===== config.mk =====
export PLATFORM = sky130hd
export DESIGN_NAME = mux_key
export DESIGN_NICKNAME = d
export VERILOG_FILES = /design/src/rtl/mux_key.sv
export SDC_FILE = /design/constraint.sdc
export NUM_CORES = 1
export LEC_CHECK = 0
export ABC_AREA = 0
export CAP_MARGIN = 15
export CORE_AREA = 2 2 39 41
export DETAILED_ROUTE_END_ITERATION = 8
export DIE_AREA = 0 0 41 43
export DONT_BUFFER_PORTS = 1
export GPL_ROUTABILITY_DRIVEN = 0
export PLACE_DENSITY = 0.3
export SLEW_MARGIN = 40
export SYNTH_ARGS = -nofsm -noshare
export SYNTH_HDL_FRONTEND = slang
export SYNTH_SLANG_ARGS = --single-unit

===== constraint.sdc =====
create_clock -name clk -period 1.5 [get_ports clk]
set_input_delay 0.3 -clock clk [delete_from_list [all_inputs] [get_ports clk]]
set_output_delay 0.3 -clock clk [all_outputs]
set_load 0.01 [all_outputs]

===== src/rtl/mux_key.sv =====
// Content-addressed key->data multiplexer: OR-merges the data of every lut entry
// whose key matches, falls back to default_out on a miss, and keeps a registered copy.
module mux_key #(
  parameter int unsigned NR_KEY   = 2,
  parameter int unsigned KEY_LEN  = 1,
  parameter int unsigned DATA_LEN = 1
) (
  input  logic                                    clk,
  input  logic                                    rst,
  input  logic [KEY_LEN-1:0]                      key,
  input  logic [NR_KEY*(KEY_LEN+DATA_LEN)-1:0]    lut,
  input  logic [DATA_LEN-1:0]                     default_out,
  input  logic                                    en,
  output logic [DATA_LEN-1:0]                     out,
  output logic                                    hit,
  output logic                                    multi_hit,
  output logic [DATA_LEN-1:0]                     out_q,
  output logic                                    hit_q
);

  localparam int unsigned W = KEY_LEN + DATA_LEN;

  logic [NR_KEY-1:0]   match;
  logic [DATA_LEN-1:0] or_chain  [NR_KEY+1];
  logic                seen_one  [NR_KEY+1];
  logic                seen_two  [NR_KEY+1];

  assign or_chain[0] = '0;
  assign seen_one[0] = 1'b0;
  assign seen_two[0] = 1'b0;

  // Per-entry compare; the running chains give the OR-merge and a saturating 2-count.
  for (genvar i = 0; i < int'(NR_KEY); i++) begin : g_entry
    logic [KEY_LEN-1:0]  entry_key;
    logic [DATA_LEN-1:0] entry_data;

    assign entry_key   = lut[i*W + DATA_LEN +: KEY_LEN];
    assign entry_data  = lut[i*W +: DATA_LEN];
    assign match[i]    = (entry_key == key);

    assign or_chain[i+1] = or_chain[i] | ({DATA_LEN{match[i]}} & entry_data);
    assign seen_one[i+1] = seen_one[i] | match[i];
    assign seen_two[i+1] = seen_two[i] | (seen_one[i] & match[i]);
  end

  assign hit       = seen_one[NR_KEY];
  assign multi_hit = seen_two[NR_KEY];
  assign out       = hit ? or_chain[NR_KEY] : default_out;

  always_ff @(posedge clk or posedge rst) begin
    if (rst) begin
      out_q <= '0;
      hit_q <= 1'b0;
    end else if (en) begin
      out_q <= out;
      hit_q <= hit;
    end
  end

endmodule


==> flow_metrics.env <==
export IMPL_endpoint="out"
export IMPL_clk_latency_ns=0.22
export IMPL_die_h_um=43
export IMPL_outcome="complete, no violations"
export IMPL_netlist_area_um2=177.7
export IMPL_multi_input_area_um2=116.4
export IMPL_tns_ns=0
export IMPL_worstMarginPinSlew_ns=0.3703
export IMPL_viasPerCell=4.103
export IMPL_cpPeakStageDelay_ns=0.22
export IMPL_clkTransAtPathRegs_ns=0.03
export IMPL_netlist_area_leader_share_pct=28.17
export IMPL_final_util_pct=16.09
export IMPL_p_sw_share_pct=23.34
export IMPL_synth_xor_area_share_pct=4.930
export IMPL_synth_compound_area_share_pct=18.31
export IMPL_finalCriticalPeriod_ns=1.179
export IMPL_synth_warnings=0
export IMPL_maxSlewViolCount=0
export IMPL_grt_pass1_vias=188
export IMPL_combPwrFrac_pct=15.8
export IMPL_max_slew_margin_pct=75.31
export IMPL_p_seq_share_pct=31.3
export IMPL_reg2reg_setup_slack_ns=0.71
export IMPL_critPathArrivalTime_ns=0.88
export IMPL_crit_type="primary input to primary output"
export IMPL_dr_pass1_iters=4
export IMPL_timing_fmax_mhz=848.4
export IMPL_vdd_drop_max_mv=0.2467
export IMPL_cap_viol_max_count=0
export IMPL_total_power_uw=217.8
export IMPL_worstHoldPathType="primary input to register"
export IMPL_die_area_mm2=0.001763
export IMPL_fin_hold_ws_ns=0.1768
export IMPL_path_delay_family="simple AND/OR/NAND/NOR gates"
export IMPL_setup_violations_final=0
export IMPL_switchingPower_uw=50.83
export IMPL_reg2reg_to="hit_q$_DFFE_PP0P_"
export IMPL_avgSynthCellArea_um2=8.884
export IMPL_rr_startpoint="hit_q$_DFFE_PP0P_"
export IMPL_crit_fanout=7
export IMPL_p_int_uw=166.9
export IMPL_finalHoldViolations=0
export IMPL_fillers=158
export IMPL_ys_ff_latch=2
export IMPL_routedWlPerCell_um=11.08
export IMPL_io_pins=14
export IMPL_cts_setup_buffers=0
export IMPL_numPortBuffers=0
export IMPL_final_nets=34
export IMPL_power_leakage_uw=0.00008582
export IMPL_finalWorstSetupSlack_ns=0.3213
export IMPL_gr_total_overflow=0
export IMPL_vias=160
export IMPL_syn_inst=20
export IMPL_cts_sinks=2
export IMPL_cp_required_ns=1.20
export IMPL_yosysTopAreaCell="dfrtp_1"
export IMPL_cp_slowest_cell="and4bb_2"
export IMPL_antenna_found_initial=0
export IMPL_cts_tree="done"
export IMPL_synth_adder_area_share_pct=0
export IMPL_ant_nets=0
export IMPL_yosys_area_share_simple_pct=35.92
export IMPL_rr_worst_depth=1
export IMPL_root_buffer="clkbuf_4"
export IMPL_clockPowerShare_pct=52.9
export IMPL_crit_path_start="lut[3]"
export IMPL_drt_total_wl_um=432
export IMPL_path_cells="and4bb_2 -> a221oi_2 -> nand2_1"
export IMPL_synth_top_family_by_area="simple AND/OR/NAND/NOR gates"
export IMPL_pre_cts_ws_ns=0.3089
export IMPL_synthTopCellsByArea="dfrtp_1 28%, a221oi_2 8.5%, a31oi_1 7.0%"
export IMPL_syn_nets=29
export IMPL_power_density_mw_per_mm2=977.8
export IMPL_grt_max_degree=10
export IMPL_final_seq_area_um2=50.05
export IMPL_start_util_pct=12.84
export IMPL_drc=0
export IMPL_path_depth=3
export IMPL_antenna_cells=0
export IMPL_dpl_hpwl_um=346.4
export IMPL_min_period_over_period_pct=78.58
export IMPL_groute_usage_overall_pct=6.533
export IMPL_clockBufferDepth=2
export IMPL_grt_first_pass_wirelength_um=696
export IMPL_drive_gt1_share_pct=30.43
export IMPL_area_growth_pct=25.35
export IMPL_synthMuxAreaShare_pct=6.338
export IMPL_skew_ns=0
export IMPL_core_area_mm2=0.001384
export IMPL_rsz0062_at_grt="no"
export IMPL_yosysUniqueCellTypes=16
export IMPL_cts_buffers=3
export IMPL_drt_iter0_drc=2
export IMPL_cts_resized=0
export IMPL_die_width_um=41
export IMPL_path_buf_inv=0
export IMPL_htree_levels=1
export IMPL_cp_start_kind="primary input"
export IMPL_ys_seq_area_share_pct=28.17
export IMPL_rows=14
export IMPL_worstSetupEndpointType="primary output"
-- metrics by stage --
stage	cells	cell area, µm²
after CTS	39	222.7
after detailed placement	35	190.2
final	39	222.7
after floorplan	20	177.7
after global routing	39	222.7
after global placement	35	190.2
-- repair_timing --
item / in CTS / in global routing
hold endpoints to repair: 2 / 0
endpoints found under the setup margin: 0 / 0
hold buffers: 1 / 0
-- layer usage --
| layer | routed length [µm] | GRT usage [%] | up-vias |
|---|---|---|---|
| met5 | 0 | 0 | - |
| met4 | 0 | 6.000 | 0 |
| met2 | 290 | 10.94 | 6 |
| met3 | 36 | 4.712 | 0 |
| met1 | 105 | 3.871 | 74 |
| li1 | - | - | 80 |
-- area by class of cell --
type / instances / area share (%)
Multi-Input combinational cell: 16 / 52.25
Clock buffer: 3 / 10.11
Timing Repair Buffer: 1 / 4.494
Tap cell: 16 / 8.989
Sequential cell: 2 / 22.47
Inverter: 1 / 1.685
-- power groups by stage --
stage	Clock [µW]	Combinational, µW	Sequential [µW]
after floorplan	0	32.6	67.7
after global placement	0	32.7	68.9
after detailed placement	0	33.5	68.9
after CTS	119	35.7	68.4
after global routing	123	38.1	69.1
final	115	34.4	68.2
-- worst min path at each step --
stage               from                 to  slack [ns]  cells past startpoint
detailed placement   rst  out_q$_DFFE_PP0P_        0.05                      1
global placement     rst  out_q$_DFFE_PP0P_        0.04                      1
CTS                   en  out_q$_DFFE_PP0P_        0.17                      1
floorplan            rst  hit_q$_DFFE_PP0P_        0.04                      1
finish                en  out_q$_DFFE_PP0P_        0.18                      1
global route          en  out_q$_DFFE_PP0P_        0.19                      1
-- cell usage after synthesis, drive strengths merged --
cell / instances
buf: 1
nand3: 1
nor3b: 1
a221oi: 1
a21oi: 1
xnor2: 1
nor2: 2
or3: 1
dfrtp: 2
mux2: 1
inv: 1
and4b: 1
a31oi: 2
nor2b: 1
and4bb: 1
nand2: 2
-- flip-flops by register name, summed over array words and instances, names as in the netlist --
register,cells
hit_q,1
out_q,1
-- cell usage in the layout, fill, tap and decap left out --
cell type / synthesis / routed
inv_1: 1 / 1
or3_2: 1 / 1
and4b_1: 1 / 1
mux2_2: 1 / 1
xnor2_1: 1 / 1
nor2_1: 2 / 2
a21oi_1: 1 / 1
nor2b_1: 1 / 1
dfrtp_1: 2 / 2
dlygate4sd3_1: 0 / 1
a221oi_2: 1 / 1
a31oi_1: 2 / 2
nand3_1: 1 / 1
clkbuf_4: 0 / 3
nand2_1: 2 / 2
nor3b_1: 1 / 1
and4bb_2: 1 / 1
-- kinds of logic (layout without fill, tap and decap cells) --
| group | count (synthesis) | count (layout) |
|---|---|---|
| buffers and inverters | 2 | 5 |
| AOI/OAI and AO/OA | 4 | 4 |
| DFF | 2 | 2 |
| and+or+nand+nor | 10 | 10 |
| muxes | 1 | 1 |
| xor gates and xnor gates | 1 | 1 |
No activity file was read; power rests on OpenSTA's default activity.
